**config.mk**
```make
export PLATFORM = sky130hd
export DESIGN_NAME = id_ex_stage
export DESIGN_NICKNAME = d
export VERILOG_FILES = /design/src/rtl/mips_pkg.sv /design/src/rtl/id_ex_stage_hazard_detect.sv /design/src/rtl/id_ex_stage.sv
export SDC_FILE = /design/constraint.sdc
export NUM_CORES = 1
export LEC_CHECK = 0
export CAP_MARGIN = 20
export CELL_PAD_IN_SITES_DETAIL_PLACEMENT = 1
export CELL_PAD_IN_SITES_GLOBAL_PLACEMENT = 1
export CORE_MARGIN = 4
export CORE_UTILIZATION = 26
export DETAILED_ROUTE_END_ITERATION = 10
export PLACE_DENSITY = 0.84
export SLEW_MARGIN = 0
export SYNTH_ARGS = -nofsm -noshare
export SYNTH_HDL_FRONTEND = slang
export SYNTH_SLANG_ARGS = --single-unit
export TNS_END_PERCENT = 5
```
**constraint.sdc**
```tcl
create_clock -name clk -period 1.85 [get_ports clk]
set_clock_uncertainty 0.1 [all_clocks]
set_input_delay 0.2775 -clock clk [delete_from_list [all_inputs] [get_ports clk]]
set_output_delay 0.2775 -clock clk [all_outputs]
set_load 0.01 [all_outputs]
```
**src/rtl/mips_pkg.sv**
```systemverilog
// Shared MIPS core definitions: control-word layout, opcode/func constants and
// the ID/EX halt state encoding.
package mips_pkg;

    localparam int CTRL_W = 18;

    // Control word: {RegWriteEN, Mem2RegSEL[1:0], MemWriteEN, Beq, Bne, ALUCtrl[4:0], ALUSrc[4:0], RegDst[1:0]}
    localparam int CTRL_REGDST_LSB  = 0;
    localparam int CTRL_REGDST_W    = 2;
    localparam int CTRL_ALUSRC_LSB  = 2;
    localparam int CTRL_ALUSRC_W    = 5;
    localparam int CTRL_ALUCTRL_LSB = 7;
    localparam int CTRL_ALUCTRL_W   = 5;
    localparam int CTRL_BNE_BIT     = 12;
    localparam int CTRL_BEQ_BIT     = 13;
    localparam int CTRL_MEMWR_BIT   = 14;
    localparam int CTRL_M2R_LSB     = 15;
    localparam int CTRL_M2R_W       = 2;
    localparam int CTRL_REGWR_BIT   = 17;

    localparam logic [1:0] M2R_ALU = 2'd0;
    localparam logic [1:0] M2R_MEM = 2'd1;
    localparam logic [1:0] M2R_PC4 = 2'd2;

    localparam logic [5:0] OP_RTYPE = 6'd0;
    localparam logic [5:0] OP_J     = 6'd2;
    localparam logic [5:0] OP_JAL   = 6'd3;
    localparam logic [5:0] OP_BEQ   = 6'd4;
    localparam logic [5:0] OP_BNE   = 6'd5;
    localparam logic [5:0] OP_ADDI  = 6'd8;
    localparam logic [5:0] OP_ORI   = 6'd13;
    localparam logic [5:0] OP_LW    = 6'd35;
    localparam logic [5:0] OP_SW    = 6'd43;
    localparam logic [5:0] OP_STOP  = 6'd63;

    localparam logic [5:0] FUNC_SLL = 6'h00;
    localparam logic [5:0] FUNC_JR  = 6'h08;
    localparam logic [5:0] FUNC_ADD = 6'h20;
    localparam logic [5:0] FUNC_SUB = 6'h22;
    localparam logic [5:0] FUNC_AND = 6'h24;
    localparam logic [5:0] FUNC_OR  = 6'h25;

    typedef enum logic [1:0] {
        ST_RUN    = 2'd0,
        ST_DRAIN  = 2'd1,
        ST_HALTED = 2'd2
    } halt_state_e;

    function automatic logic [CTRL_M2R_W-1:0] ctrl_mem2reg(input logic [CTRL_W-1:0] ctrl);
        return ctrl[CTRL_M2R_LSB +: CTRL_M2R_W];
    endfunction

endpackage

```
**src/rtl/id_ex_stage_hazard_detect.sv**
```systemverilog
// Load-use hazard check between the load sitting in EX and the instruction in ID.
// Both ID source fields are compared whatever the instruction format.
module hazard_detect
    import mips_pkg::*;
(
    input  logic              ex_valid_i,
    input  logic [CTRL_W-1:0] ex_ctrl_i,
    input  logic [4:0]        ex_rt_i,
    input  logic [4:0]        id_rs_i,
    input  logic [4:0]        id_rt_i,
    output logic              lu_o
);

    logic is_load;
    logic unused_ctrl;

    assign is_load     = (ctrl_mem2reg(ex_ctrl_i) == M2R_MEM);
    assign unused_ctrl = ^{ex_ctrl_i[CTRL_W-1:CTRL_M2R_LSB+CTRL_M2R_W], ex_ctrl_i[CTRL_M2R_LSB-1:0]};

    assign lu_o = ex_valid_i && is_load && (ex_rt_i != 5'd0)
                  && ((ex_rt_i == id_rs_i) || (ex_rt_i == id_rt_i));

endmodule

```
**src/rtl/id_ex_stage.sv**
```systemverilog
// ID/EX pipeline register with load-use stall, redirect squash and the
// STOP halt-and-drain state machine.
module id_ex_stage
    import mips_pkg::*;
#(
    parameter int         DRAIN_CYCLES = 3,
    parameter logic [5:0] STOP_OPCODE  = OP_STOP
) (
    input  logic              clk,
    input  logic              rst_n,
    input  logic              id_valid,
    input  logic [31:0]       id_instr,
    input  logic [31:0]       id_pc4,
    input  logic [CTRL_W-1:0] id_ctrl,
    input  logic [31:0]       id_rs_data,
    input  logic [31:0]       id_rt_data,
    input  logic              ex_flush,
    output logic              stall_if,
    output logic              ex_valid,
    output logic [CTRL_W-1:0] ex_ctrl,
    output logic [31:0]       ex_rs_data,
    output logic [31:0]       ex_rt_data,
    output logic [15:0]       ex_imm16,
    output logic [4:0]        ex_shamt,
    output logic [4:0]        ex_rs,
    output logic [4:0]        ex_rt,
    output logic [4:0]        ex_rd,
    output logic [31:0]       ex_pc4,
    output logic              halted
);

    localparam int CNT_W = (DRAIN_CYCLES > 1) ? $clog2(DRAIN_CYCLES) : 1;

    halt_state_e       state_q, state_d;
    logic [CNT_W-1:0]  cnt_q, cnt_d;
    logic              valid_q, valid_d;
    logic [CTRL_W-1:0] ctrl_q, ctrl_d;
    logic [25:0]       fields_q;
    logic [31:0]       rs_data_q, rt_data_q, pc4_q;
    logic              lu_raw, lu;
    logic              is_stop;

    hazard_detect u_hazard (
        .ex_valid_i (valid_q),
        .ex_ctrl_i  (ctrl_q),
        .ex_rt_i    (fields_q[20:16]),
        .id_rs_i    (id_instr[25:21]),
        .id_rt_i    (id_instr[20:16]),
        .lu_o       (lu_raw)
    );

    // An empty ID slot can neither stall nor halt the core.
    assign lu      = lu_raw && id_valid;
    assign is_stop = id_valid && (id_instr[31:26] == STOP_OPCODE);

    always_comb begin
        state_d  = state_q;
        cnt_d    = cnt_q;
        stall_if = 1'b0;
        valid_d  = 1'b0;
        ctrl_d   = '0;
        unique case (state_q)
            ST_RUN: begin
                if (ex_flush) begin
                    // wrong-path ID instruction: squash it
                end else if (lu) begin
                    stall_if = 1'b1;
                end else if (is_stop) begin
                    cnt_d   = CNT_W'(DRAIN_CYCLES - 1);
                    state_d = ST_DRAIN;
                end else begin
                    valid_d = id_valid;
                    ctrl_d  = id_valid ? id_ctrl : '0;
                end
            end
            ST_DRAIN: begin
                if (ex_flush) begin
                    state_d = ST_RUN;
                end else begin
                    stall_if = 1'b1;
                    if (cnt_q == '0) begin
                        state_d = ST_HALTED;
                    end else begin
                        cnt_d = cnt_q - CNT_W'(1);
                    end
                end
            end
            ST_HALTED: begin
                stall_if = 1'b1;
            end
            default: begin
                state_d = ST_RUN;
            end
        endcase
    end

    always_ff @(posedge clk or negedge rst_n) begin
        if (!rst_n) begin
            state_q   <= ST_RUN;
            cnt_q     <= '0;
            valid_q   <= 1'b0;
            ctrl_q    <= '0;
            fields_q  <= '0;
            rs_data_q <= '0;
            rt_data_q <= '0;
            pc4_q     <= '0;
        end else begin
            state_q   <= state_d;
            cnt_q     <= cnt_d;
            valid_q   <= valid_d;
            ctrl_q    <= ctrl_d;
            // Data fields follow ID every cycle; a bubble is marked by valid/ctrl alone.
            fields_q  <= id_instr[25:0];
            rs_data_q <= id_rs_data;
            rt_data_q <= id_rt_data;
            pc4_q     <= id_pc4;
        end
    end

    assign ex_valid   = valid_q;
    assign ex_ctrl    = ctrl_q;
    assign ex_rs_data = rs_data_q;
    assign ex_rt_data = rt_data_q;
    assign ex_imm16   = fields_q[15:0];
    assign ex_shamt   = fields_q[10:6];
    assign ex_rs      = fields_q[25:21];
    assign ex_rt      = fields_q[20:16];
    assign ex_rd      = fields_q[15:11];
    assign ex_pc4     = pc4_q;
    assign halted     = (state_q == ST_HALTED);

endmodule

```
==> results.cfg, run 1 <==
[run_status]
status = complete, but fails checks
violations = negative setup slack

[timing]
rsz0062_at_grt = yes
slew_violations = 0
worst_slack_ns = -0.4351
maxSlewHeadroom_pct = 64.17
max_freq_mhz = 437.6
setup_violations = 20
hold_violations = 0
period_minus_slack_ns = 2.285
worst_hold_slack_ns = 0.1970
tightest_slew_ns = 0.5375
finalCritPeriodShare_pct = 123.5

[power_and_ir_drop]
power.total_mw = 8.152
p_per_area_mw_per_mm2 = 982.3
ir_drop_uv = 598.4
p_leak_nw = 3.529

[synth]
synth_area_per_cell_um2 = 19.29
ys_warn_count = 0
post-synth-top-area-fraction_pct = 85.12
synth_common_cells = 145 x dfrtp_1, 18 x nor3b_2, 10 x buf_4, 10 x xor2_1, 7 x nor2_1
yosys.area.top_type = dfrtp_1
synth_edf_count = 0
synth_fp_nets = 372
synth_top_flop_cell = dfrtp_1
synth-seq-cells = 145
syn_inst = 221
synth_most_common_cell = dfrtp_1
netlist_area_mm2 = 0.004263
synth_area_leaders = dfrtp_1 85%, nor3b_2 5.3%, xor2_1 2.1%, buf_4 1.8%, nor2_1 0.62%
synth_seq_area_share_pct = 85.12
synth.distinct_cells = 30
async_flop_share_pct = 100.0

[setup_path]
crit_required_ns = 1.47
cpPeakStageDelay_ns = 0.55
endpoint_kind = primary output
timing.rr.end = ex_ctrl[2]
path_buf_inv = 1
path_class = reg2out
path_cells = or4_4 > o21ai_4 > o21bai_1 > a21o_1 > buf_2
start_kind = flip-flop
r2r_cells = 9
cp_top_family = simple AND/OR/NAND/NOR gates
reg2reg_from = fields_q[16]
cp.arrival_ns = 1.91
cp_max_fo = 2
slowest_stage = or4_4
reg2reg_slack_ns = -0.04

[floorplan]
die_y_um = 136.0
start_util_pct = 26.64
die_w_um = 136.0
dieArea_mm2 = 0.01851
rows = 46
io_pins = 303
fp.coreArea_mm2 = 0.01600

[drt]
ant_nets = 0
avgRoutedWirePerCell_um = 19.98
vias = 3094
drtIter0Drc = 95
drc = 0
viasPerCell = 3.987
drt-total-wl_um = 15510
first_pass_iters = 3

[grt]
grt_use_total_pct = 16.99
grt.overflow.total = 0
antenna_found_initial = 1
first_global_vias = 3708
grt_max_degree = 55
grt_pass1_wl_um = 22810

[min_path]
worstHoldStart = id_rs_data[10]
min_to = ex_rs_data[10]
min_path_cells = 1
holdCritPathClass = in2reg

[final_layout]
nets = 698
area_growth_pct = 94.69
post-route-util_pct = 51.87
drive_above_1_share_pct = 14.29
antennaDiodeCount = 0
finalNonFillerCells = 776

[cts]
path_clk_slew_ns = 0.06
clk-insertion-delay-late_ns = 0.41
cts_inserted_buffers = 17
htreeDepth = 4
ctsLongestPathBuffers = 2
cts_sinks = 145
cts-root-buf = clkbuf_16
cts_tree = yes

[placed_design]
dp_cells = 742
dp_hpwl_um = 12680
gp_congestion = 0.7889
numPortBuffers = 302
place_ws_ns = -0.6724

[flow_run]
cap_violations = 0
## cell type report
type / instances / area (um^2)
clock buffers: 19 / 452.9
clock inverters: 13 / 200.2
fillers: 1609 / 7701
inverters: 3 / 11.26
multi-input cells: 59 / 545.5
flip-flops and latches: 145 / 3630
well taps: 216 / 270.3
repair buffers: 321 / 3189
## layer usage
| layer | global-route usage [%] | vias to the layer above | wire, um |
|---|---|---|---|
| met5 | 0 | - | 13 |
| met4 | 5.767 | 2 | 191 |
| met3 | 7.143 | 19 | 1505 |
| met2 | 30.90 | 171 | 8511 |
| met1 | 17.53 | 1542 | 5286 |
| li1 | - | 1360 | - |
## report_power, final
| part | leakage [nW] | internal (mW) | switching (mW) | total [mW] |
|---|---|---|---|---|
| logic | 1.48 | 0.638 | 0.366 | 1.00 |
| clock network | 0.322 | 2.36 | 1.38 | 3.74 |
| registers | 1.73 | 3.34 | 0.0714 | 3.41 |
| total | 3.53 | 6.34 | 1.81 | 8.15 |
## worst max-delay path by stage
stage | start | endpoint | slack [ns] | cells after the start
after global routing | fields_q[16] | stall_if | -0.55 | 8
after CTS | fields_q[19] | stall_if | -0.48 | 5
after global placement | id_instr[18] | stall_if | -0.52 | 7
final | fields_q[19] | stall_if | -0.44 | 5
after floorplan | fields_q[16] | stall_if | 0.07 | 4
after detailed placement | id_instr[19] | stall_if | -0.67 | 7
## stage by stage
stage,cell area [um^2],TNS [ns]
finish,8299,-1.055
global route,8299,-3.181
CTS,8289,-2.145
detailed placement,7607,-7.743
global placement,7607,-5.347
floorplan,4263,0
## logic make-up (layout without fill, tap and decap cells)
| kind of cell | after synthesis | after routing | synth area share (%) |
|---|---|---|---|
| AND/OR/NAND/NOR | 37 | 37 | 7.779 |
| adder cells (fa/ha/maj) | 1 | 1 | 0.2935 |
| buffers and inverters | 17 | 356 | 2.729 |
| flip-flops | 145 | 145 | 85.12 |
| XOR/XNOR | 11 | 11 | 2.260 |
| AO/OA/AOI/OAI | 10 | 10 | 1.820 |
## repair_timing
action                                  CTS  global route
hold buffers                              1             0
endpoints found under the hold margin    49             0
resized for setup                        15             2
endpoints found under the setup margin   26            22
pin swaps                                 5             0
buffers inserted                          1             0
## flip-flops by register name, summed over array words and instances (netlist names)
register and cells:
ex_ctrl 18, ex_valid 1, cnt_q 2, ex_rt_data 32, ex_pc4 32, ex_rs_data 32
state_q 2, fields_q 26
## cell usage in the layout (no fill, tap or decap), drive strengths merged
| master | instances |
|---|---|
| or3 | 1 |
| nand4 | 1 |
| or4 | 1 |
| a21oi | 1 |
| nand2 | 1 |
| buf | 21 |
| xor2 | 10 |
| nor2 | 7 |
| o21ai | 4 |
| clkinv | 6 |
| dfrtp | 145 |
| a21o | 2 |
| dlygate4sd2 | 4 |
| ha | 1 |
| xnor2 | 1 |
| and4b | 1 |
| nor4 | 1 |
| a22oi | 1 |
| clkdlybuf4s50 | 295 |
| bufinv | 4 |
| nor3b | 18 |
| o21bai | 1 |
| inv | 6 |
| clkbuf | 19 |
| nand2b | 1 |
| o21a | 1 |
| nand3 | 1 |
| nor4b | 1 |
| nor3 | 2 |
| dlygate4sd3 | 1 |
| nor2b | 1 |
Power figures use the tool's default switching activity.
==> inputs of run 2 (changes only) <==
--- a/config.mk
+++ b/config.mk
@@ -12,6 +12,7 @@
 export CORE_UTILIZATION = 26
 export DETAILED_ROUTE_END_ITERATION = 10
 export PLACE_DENSITY = 0.84
+export SKIP_LAST_GASP = 1
 export SLEW_MARGIN = 0
 export SYNTH_ARGS = -nofsm -noshare
 export SYNTH_HDL_FRONTEND = slang
==> results.cfg, run 2 (synthesis results as in run 1) <==
[run_status]
status = complete, but fails checks
violations = negative setup slack

[timing]
slew_violations = 0
maxSlewHeadroom_pct = 64.11
worst_hold_slack_ns = 0.1968
finalCritPeriodShare_pct = 123.7
tightest_slew_ns = 0.5384
worst_slack_ns = -0.4380
rsz0062_at_grt = yes
max_freq_mhz = 437.1
period_minus_slack_ns = 2.288
setup_violations = 24
hold_violations = 0

[drt]
drc = 0
viasPerCell = 3.979
avgRoutedWirePerCell_um = 20.01
drtIter0Drc = 87
vias = 3088
ant_nets = 0
drt-total-wl_um = 15530
first_pass_iters = 3

[placed_design]
gp_congestion = 0.7889
placed_area_mm2 = 0.007607
dp_hpwl_um = 12680
numPortBuffers = 302
dp_cells = 742

[grt]
grt_max_degree = 55
grt_use_total_pct = 17.01
grt.overflow.total = 0
grt_pass1_wl_um = 22840
first_global_vias = 3715
antenna_found_initial = 1

[setup_path]
path_buf_inv = 1
endpoint_kind = primary output
slowest_stage = or4_4
crit_required_ns = 1.47
cp_top_family = simple AND/OR/NAND/NOR gates
cp_max_fo = 2
path_cells = or4_4 > o21ai_4 > o21bai_1 > a21o_1 > buf_2
start_kind = flip-flop
cp.arrival_ns = 1.91
path_class = reg2out
cpPeakStageDelay_ns = 0.55

[final_layout]
antennaDiodeCount = 0
stdcell_area_mm2 = 0.008288
final_cell_mix = 300 x clkdlybuf4s50_1, 145 x dfrtp_1, 18 x nor3b_2
area_growth_pct = 94.42
layout_commonest_cell = clkdlybuf4s50_1
fillers = 1610
drive_above_1_share_pct = 13.75
finalNonFillerCells = 776
nets = 698

[min_path]
holdCritPathClass = in2reg

[cts]
cts_tree = yes
cts_inserted_buffers = 17
cts-root-buf = clkbuf_16
cts_sinks = 145
ctsLongestPathBuffers = 2
clk-insertion-delay-late_ns = 0.41
htreeDepth = 4
path_clk_slew_ns = 0.06

[floorplan]
start_util_pct = 26.64
rows = 46
fp.coreArea_mm2 = 0.01600
io_pins = 303
die_w_um = 136.0
die_y_um = 136.0
dieArea_mm2 = 0.01851

[flow_run]
cap_violations = 0

[power_and_ir_drop]
ir_drop_uv = 599.1
p_leak_nw = 3.517
p_per_area_mw_per_mm2 = 983.8
run 2: cell types whose count changed in the layout (fill, tap and decap cells not counted), sizes merged:
cell           change
buf                -1
clkdlybuf4s50      +5
dlygate4sd2        -4
run 2: path summary, 6_finish.rpt:
| kind | start | to | cells after the start | slack (ns) |
|---|---|---|---|---|
| setup / recovery | fields_q[19] | stall_if | 5 | -0.44 |
| hold / removal | id_rs_data[10] | ex_rs_data[10] | 1 | 0.20 |
| setup reg to reg | fields_q[16] | ex_ctrl[2] | 9 | -0.10 |
| hold reg to reg | cnt_q[1] | cnt_q[1] | 2 | 0.45 |
| max in group asynchronous | rst_n | ex_pc4[18] | 3 | 0.70 |
| min in group asynchronous | rst_n | ex_rt_data[27] | 2 | 0.27 |
run 2: through the flow:
step,worst slack [ns],setup TNS [ns],utilization (%),power (mW)
2_1_floorplan,0.07386,0,-,3.667
3_3_place_gp,-0.5154,-5.347,47.54,4.436
3_5_place_dp,-0.6724,-7.743,47.54,4.486
4_1_cts,-0.4761,-3.901,51.74,8.285
5_1_grt,-0.5463,-5.594,51.80,8.493
6_report,-0.4380,-2.570,51.80,8.153
run 2: area by class of cell:
cell class,count,area (um^2),share of cell area [%]
Timing Repair Buffer,321,3189,38.48
Clock inverter,13,200.2,2.415
Clock buffer,19,452.9,5.465
Multi-Input combinational cell,59,535.5,6.461
Tap cell,216,270.3,3.261
Inverter,3,11.26,0.1359
Sequential cell,145,3628,43.78
run 2: metal layers:
layer  global-route usage [%]  vias up  routed length [um]
met3                    7.143       19                1508
met2                    30.90      173                8509
met4                    5.767        2                 191
met1                    17.58     1534                5303
li1                         -     1360                   -
met5                        0        -                  13
run 2: timing repair:
item                       4_1_cts  5_1_grt
pin swaps                        5        0
setup buffers                    1        0
hold buffers                     1        0
setup endpoints to repair       26       28
resized for setup                5        2
hold endpoints to repair        49        0
run 2: power breakdown:
group	total [mW]	switching, mW	internal, mW
Clock	3.74	1.38	2.36
Sequential	3.41	0.0712	3.34
Combinational	1.01	0.366	0.640
==> inputs of run 3 (changes only) <==
==> constraint.sdc (replaced) <==
create_clock -name clk -period 2.5 [get_ports clk]
set_clock_uncertainty 0.1 [all_clocks]
set_input_delay 0.375 -clock clk [delete_from_list [all_inputs] [get_ports clk]]
set_output_delay 0.375 -clock clk [all_outputs]
set_load 0.01 [all_outputs]
==> results.cfg, run 3 (synthesis results as in run 1) <==
[final_layout]
layout_commonest_cell = clkdlybuf4s50_1
drive_above_1_share_pct = 11.82
multi_input_area_um2 = 520.5
post-route-util_pct = 50.48
final_cell_mix = 300 x clkdlybuf4s50_1, 144 x dfrtp_1, 18 x nor3b_2
regArea_mm2 = 0.003630
antennaDiodeCount = 0
nets = 690
fillers = 1617
area_growth_pct = 89.49

[timing]
finalCritPeriodShare_pct = 96.77
period_minus_slack_ns = 2.419
maxSlewHeadroom_pct = 69.19
rsz0062_at_grt = no
slew_violations = 0
hold_violations = 0
setup_violations = 0
worst_hold_slack_ns = 0.2975
max_freq_mhz = 413.4
tightest_slew_ns = 0.4557

[cts]
cts-root-buf = clkbuf_16
ctsLongestPathBuffers = 2
path_clk_slew_ns = 0.06
cts_sinks = 145
htreeDepth = 4
cts_inserted_buffers = 17
cts_tree = yes
clk-insertion-delay-late_ns = 0.41

[setup_path]
crit_required_ns = 2.03
endpoint_kind = primary output
path_cells = or4_4 > o21ai_4 > o21bai_1 > a21o_1 > buf_2
cp_max_fo = 3
path_buf_inv = 1
r2r_cells = 6
slowest_stage = or4_4
path_class = reg2out
start_kind = flip-flop
cp_top_family = simple AND/OR/NAND/NOR gates
cpPeakStageDelay_ns = 0.56
cp.arrival_ns = 1.94
cp_num_cells = 5

[run_status]
status = completed

[grt]
grt_use_met2_pct = 29.83
use_met3_pct = 8.327
use_met1_pct = 16.52
antenna_found_initial = 3
first_global_vias = 3786
grt.overflow.total = 0
grt_busiest_layer = met2
grt_pass1_wl_um = 22630
grt_use_total_pct = 16.66
grt_max_degree = 51

[floorplan]
io_pins = 303
start_util_pct = 26.64
rows = 46
die_y_um = 136.0
fp.coreArea_mm2 = 0.01600
die_w_um = 136.0
dieArea_mm2 = 0.01851

[power_and_ir_drop]
p_per_area_mw_per_mm2 = 677.6
ir_drop_uv = 418.6
power.total_mw = 5.473
p_leak_nw = 3.407

[drt]
viasPerCell = 4.031
drt-total-wl_um = 15100
drc = 0
drtIter0Drc = 96
ant_nets = 0
vias = 3088
first_pass_iters = 3
avgRoutedWirePerCell_um = 19.71

[flow_run]
cap_violations = 0

[min_path]
min_path_cells = 1
holdCritPathClass = in2reg

[placed_design]
dp_hpwl_um = 12470
gp_congestion = 0.8004
numPortBuffers = 302
[run 3: area by class of cell]
cell class | count | share of cell area [%]
Clock inverter | 13 | 1.131
Tap cell | 216 | 3.346
Clock buffer | 17 | 5.266
Multi-Input combinational cell | 59 | 6.444
Inverter | 3 | 0.1394
Timing Repair Buffer | 313 | 38.74
Sequential cell | 145 | 44.93
[run 3: path summary, 6_finish.rpt]
path	startpoint	end	slack (ns)
worst max-delay path	fields_q[19]	stall_if	0.08
worst min-delay path	id_rs_data[27]	ex_rs_data[27]	0.30
worst max register to register	fields_q[19]	cnt_q[0]	0.56
worst min register to register	cnt_q[1]	cnt_q[1]	0.43
max in group asynchronous	rst_n	fields_q[3]	1.34
min in group asynchronous	rst_n	ex_rt_data[12]	0.31
[run 3: repair_timing]
item | 4_1_cts | 5_1_grt
hold endpoints to repair | 32 | 0
endpoints found under the setup margin | 1 | 0
setup buffers | 3 | 0
hold buffers | 1 | 0
resized for setup | 5 | 0
[run 3: layer usage]
metal | share of wire, % | vias to the layer above | routed length [um]
met4 | 2.4 | 6 | 365
met2 | 54 | 181 | 8078
met3 | 12 | 27 | 1740
met5 | 0.29 | - | 44
li1 | - | 1347 | -
met1 | 32 | 1527 | 4869
[run 3: stage by stage]
stage	instances	setup slack, ns	TNS (ns)	cell area [um^2]
2_1_floorplan	221	0.6264	0	4263
3_3_place_gp	732	-0.06882	-0.06882	7532
3_5_place_dp	732	-0.1761	-0.1761	7532
4_1_cts	766	0.05513	0	8078
5_1_grt	766	0.01743	0	8078
6_report	766	0.08086	0	8078
[run 3: power by group]
part           leakage (nW)  switching [mW]  total [mW]  internal (mW)
Sequential             1.73          0.0516        2.52           2.47
Clock                 0.251           0.966        2.22           1.25
Combinational          1.43           0.264       0.730          0.466
==> patch 1, RTL diff (flow settings as in run 3) <==
Re-encode `halt_state_e` (3 states) as one-hot, 3 bits wide.
--- a/src/rtl/mips_pkg.sv
+++ b/src/rtl/mips_pkg.sv
@@ -41,8 +41,8 @@
     localparam logic [5:0] FUNC_OR  = 6'h25;
 
-    typedef enum logic [1:0] {
-        ST_RUN    = 2'd0,
-        ST_DRAIN  = 2'd1,
-        ST_HALTED = 2'd2
+    typedef enum logic [2:0] {
+        ST_RUN    = 3'b001,
+        ST_DRAIN  = 3'b010,
+        ST_HALTED = 3'b100
     } halt_state_e;
 
Function: same outputs for any inputs over 10 cycles, from zero or initial values and one cycle with rst_n low; not proved beyond that.
==> patch 1 against run 3 <==
Worst hold slack got worse by 0.00094 ns; routed wire length rose by 4.9%; via count fell by 1.3%; setup slack improved by 0.16 ns; clock power rose by 18%; sequential cell count rose by 1; critical path depth did not move; power rose by 5.4%; area after synthesis fell by 0.97%; cell area rose by 0.53%; critical endpoint unchanged; largest cell class unchanged; largest power group is now clock.
==> patch 1: results (changes against run 3) <==
stage,metric,value,unit,change
global_routing,grt_start_max_net_pins,57,,+12%
placed_design,io_buffers,302,,unchanged
sta,fin_ws,0.241,ns,+0.160 ns
placed_design,place_congestion,0.849,,+6.0%
layout,drive_gt1_share,8.74,%,-3.1 points
synth,synthArstFlopShare,100,%,unchanged
placed_design,hpwl,12.9,mm,+3.6%
detailed_routing,wl_met3,1.32,mm,-24%
global_routing,grt_pass1_wl,23.1,mm,+2.3%
detailed_routing,vias,3047,,-1.3%
critical_path,worst_r2r_path_depth,6,,unchanged
global_routing,grt_use_met2,32.7,%,+2.9 points
detailed_routing,wl,15.8,mm,+4.9%
layout,fin_nets,689,,-0.14%
critical_path,r2r_setup_slack,0.55,ns,
synth,synth_common_cells,"dfrtp_1, and2_1, buf_4, xnor2_1, nor2_1",,
critical_path,startpoint,fields_q[16]$_DFF_PN0_,,
critical_path,r2r_end,ex_ctrl[15]$_DFF_PN0_,,
power_and_ir_drop,p_leak,3.41,nW,+0.21%
detailed_routing,wl_met1,5.39,mm,+11%
critical_path,r2r_start,fields_q[18]$_DFF_PN0_,,
power_and_ir_drop,ir_drop,0.000436,V,+4.2%
power_and_ir_drop,p_sw_share,21.3,%,-2.1 points
critical_path,cp_max_fo,4,,+1
layout,fillers,1588,,-1.8%
global_routing,antenna_found_initial,1,,-2
synth,syn-num-nets,373,,+0.27%
detailed_routing,drt_iter0_markers,68,,-29%
global_routing,grt_pass1_vias,3575,,-5.6%
sta,tightest_slew,0.655,ns,+0.199 ns
clock_network,clock_latency,0.41,ns,about the same
critical_path,arrival,1.78,ns,-0.16 ns
synth,synth_area_leaders,"dfrtp_1, and2_1, xnor2_1",,
detailed_routing,drc,0,,unchanged
detailed_routing,highest_layer,met5,,
detailed_routing,firstDrtPassIters,4,,+1
synth,yosysSeqAreaShare,86.6,%,+1.5 points
global_routing,grt.total_usage,17.5,%,+0.82 points
placed_design,dp_slack,-0.0495,ns,+0.127 ns
global_routing,use_met3,6.61,%,-1.7 points
synth,ys_types,28,,-6.7%
detailed_routing,wl_met2,8.83,mm,+9.3%
clock_network,cts_inserted_buffers,17,,unchanged
run_status,status,finished clean,,
critical_path,crit_path_end,stall_if,,
global_routing,met1_usage,17.7,%,+1.2 points
==> patch 1: changes by cell type after synthesis, moves of 2 or more <==
cell / change
nand2_1: +4
nor3b_2: -18
o21ai_1: -2
nand3_2: +2
a21o_1: -2
xnor2_1: +9
and2_1: +18
a21oi_1: +2
xor2_1: -10
==> patch 1: layout make-up <==
cell class                 instances  area share [%]
clock inverter                    12            2.22
tap                              216            3.33
timing repair buffer             308            38.1
multi-input combinational         62            5.87
inverter                           3           0.139
clock buffer                      18            5.29
sequential                       146            45.0
==> patch 1: critical path, cell delays in order, from the launching register on <==
cell,delay [ns]
dfrtp_2,0.45
xnor2_2,0.19
nand3_2,0.11
o22ai_4,0.20
a31o_2,0.16
dlygate4sd2_1,0.26
==> patch 1: worst min path at each step <==
stage | startpoint | end | slack (ns) | depth (start not counted)
finish | id_pc4[24] | ex_pc4[24]$_DFF_PN0_ | 0.30 | 1
global route | id_pc4[21] | ex_pc4[21]$_DFF_PN0_ | 0.27 | 1
CTS | id_pc4[21] | ex_pc4[21]$_DFF_PN0_ | 0.28 | 1
detailed placement | rst_n | ex_rt_data[13]$_DFF_PN0_ | 0.29 | 1
global placement | rst_n | fields_q[1]$_DFF_PN0_ | 0.28 | 1
floorplan | rst_n | cnt_q[0]$_DFFE_PN0P_ | -0.02 | 0
==> patch 1: timing repair <==
item / in CTS / in global routing
endpoints found under the hold margin: 53 / 0
endpoints found under the setup margin: 1 / 0
gates resized for setup: 4 / 0
setup buffers: 1 / 0
hold buffers: 1 / 0
==> patch 1: power by group through the flow <==
stage	clock (mW)	combinational, mW	sequential [mW]
2_1_floorplan	0	0.0448	2.59
5_1_grt	2.83	0.663	2.51
4_1_cts	2.71	0.639	2.51
3_5_place_dp	0	0.631	2.55
3_3_place_gp	0	0.613	2.54
6_report	2.63	0.628	2.50
==> patch 1: stage by stage <==
stage | hold WS (ns) | std cells | utilization, % | area (um^2) | TNS, ns
5_1_grt | 0.272 | 765 | 51.1 | 8120 | 0
4_1_cts | 0.279 | 765 | 51.1 | 8120 | 0
2_1_floorplan | -0.0206 | 222 | - | 4220 | 0
3_3_place_gp | 0.276 | 733 | 47.1 | 7480 | 0
6_report | 0.297 | 765 | 51.1 | 8120 | 0
3_5_place_dp | 0.286 | 733 | 47.1 | 7480 | -0.0495
==> patch 1: cell families (layout without fill, tap and decap cells) <==
| family | Yosys count | after routing | synth area share [%] |
|---|---|---|---|
| AOI/OAI and AO/OA | 9 | 9 | 2.49 |
| xor gates and xnor gates | 10 | 10 | 2.07 |
| adders and majority gates | 1 | 1 | 0.296 |
| buffers and inverters | 14 | 341 | 2.31 |
| DFF | 146 | 146 | 86.6 |
| and+or+nand+nor | 42 | 42 | 6.25 |
==> patch 2, RTL diff (settings of run 3) <==
Made on the original files. Set the parameter `DRAIN_CYCLES` to 6 (it was 3).
--- a/src/rtl/id_ex_stage.sv
+++ b/src/rtl/id_ex_stage.sv
@@ -4,5 +4,5 @@
     import mips_pkg::*;
 #(
-    parameter int         DRAIN_CYCLES = 3,
+    parameter int         DRAIN_CYCLES = 6,
     parameter logic [5:0] STOP_OPCODE  = OP_STOP
 ) (
Formal check against the unedited RTL: not equivalent (a bounded check fails within 10 cycles, from zero or initial values and one cycle with rst_n low).
==> patch 2 against run 3 <==
Count of clock-buffer cells in the layout rose by 5; routed wire length increased by 3.4%; critical path depth increased by 1; largest power group is now clock; cell area grew 0.71%; sequential cell count up 1; power increased by 4.2%; global-route usage is 0.64 points higher; register-to-register slack worse by 0.07 ns; first-iteration DRC count rose by 11%; setup slack better by 0.13 ns; area after synthesis fell by 1.1%.
==> patch 2: results (changes against run 3) <==
stage,metric,value,unit,change
global_routing,grt_start_max_net_pins,63,,+24%
layout,drive_gt1_share,8.09,%,-3.7 points
sta,post-route-period-util,91.5,%,-5.3 points
run_status,status,finished clean,,
synth,synth_xor_area_share,2.08,%,-0.18 points
synth,synth_common_cells,"dfrtp_1, and2_1, buf_4, nand2_1, xnor2_1",,
synth,yosysSeqAreaShare,86.6,%,+1.5 points
global_routing,antenna_found_initial,2,,-1
clock_network,post_cts_buffers,0,,-3
critical_path,arrival,1.81,ns,-0.13 ns
synth,ys_types,27,,-10%
sta,hold_ws,0.298,ns,+0.000402 ns
layout,fin_nets,696,,+0.87%
synth,synth_ff_type,dfrtp_1,,
critical_path,cpMaxStageDelayCell,dfrtp_1,,
power_and_ir_drop,ir_drop,0.000421,V,+0.62%
synth,synth_fa_ha_area_share,0.593,%,+0.30 points
sta,tightest_slew,0.652,ns,+0.197 ns
detailed_routing,highest_layer,met4,,
detailed_routing,wl,15.6,mm,+3.4%
power_and_ir_drop,p_leak,3.43,nW,+0.58%
layout,fillers,1592,,-1.5%
global_routing,grt.total_usage,17.3,%,+0.64 points
synth,syn-num-nets,380,,+2.2%
global_routing,grt_pass1_vias,3577,,-5.5%
detailed_routing,wl_met1,5.16,mm,+6.1%
global_routing,grt_pass1_wl,23.0,mm,+1.6%
detailed_routing,wl_met3,1.58,mm,-9.1%
synth,synth_area_leaders,"dfrtp_1, and2_1, xnor2_1",,
placed_design,placedInstanceArea,7490,um^2,-0.53%
detailed_routing,avgViaCountPerCell,3.95,,-2.0%
synth,synth.area.mux_share,0.237,%,+0.24 points
critical_path,r2r_setup_slack,0.49,ns,-0.07 ns
critical_path,slowest_delay,0.46,ns,-0.10 ns
synth,synth_compound_area_share,2.02,%,+0.20 points
[patch 2: cell types whose count changed in the layout (fill, tap and decap cells not counted), sizes merged, moves of 6 or more]
cell / delta
and2: +18
nor3b: -17
xor2: -10
nand2: +9
xnor2: +9
clkinv: -6
[patch 2: cell type report]
class | count | area, um^2 | share of cell area (%)
tap | 216 | 270 | 3.32
sequential | 146 | 3650 | 44.9
inverter | 3 | 11.3 | 0.138
clock inverter | 9 | 119 | 1.46
multi-input combinational | 67 | 478 | 5.88
clock buffer | 22 | 494 | 6.08
antenna | 2 | 5.00 | 0.0615
timing repair buffer | 309 | 3100 | 38.1
[patch 2: power by group]
group	internal [mW]	switching (mW)
sequential	2.46	0.0401
clock	1.61	0.968
combinational	0.406	0.213
total	4.48	1.22
[patch 2: repair_timing]
item,4_1_cts,5_1_grt
hold endpoints to repair,59,0
endpoints found under the setup margin,1,0
hold buffers,1,0
gates resized for setup,4,0
[patch 2: kinds of logic (layout without fill, tap and decap cells)]
group / after synthesis / count (layout)
compound gates: 8 / 8
xor+xnor: 10 / 10
fa+ha+maj: 2 / 2
buf+inv: 15 / 343
flops: 146 / 146
mux: 1 / 1
other cells: 0 / 2
simple gates: 46 / 46
[patch 2: worst paths after layout]
| kind | from | end | cells past startpoint |
|---|---|---|---|
| hold / removal | id_pc4[21] | ex_pc4[21]$_DFF_PN0_ | 1 |
| max in group asynchronous | rst_n | fields_q[4]$_DFF_PN0_ | 3 |
| hold reg to reg | cnt_q[0]$_DFFE_PN0P_ | cnt_q[0]$_DFFE_PN0P_ | 1 |
| setup reg to reg | fields_q[16]$_DFF_PN0_ | state_q[0]$_DFFE_PN0P_ | 5 |
| min in group asynchronous | rst_n | ex_rs_data[8]$_DFF_PN0_ | 2 |
| setup / recovery | fields_q[16]$_DFF_PN0_ | stall_if | 6 |
[patch 2: per-layer routing]
| layer | GRT usage (%) | up-vias |
|---|---|---|
| met5 | 0 | - |
| met4 | 6.27 | 0 |
| met3 | 7.99 | 22 |
| met2 | 31.4 | 174 |
| met1 | 17.3 | 1511 |
| li1 | - | 1351 |
[patch 2: through the flow]
stage / instances / setup TNS (ns)
floorplan: 228 / 0
global placement: 740 / -0.0291
detailed placement: 740 / -0.0706
CTS: 772 / 0
global route: 774 / 0
finish: 774 / 0
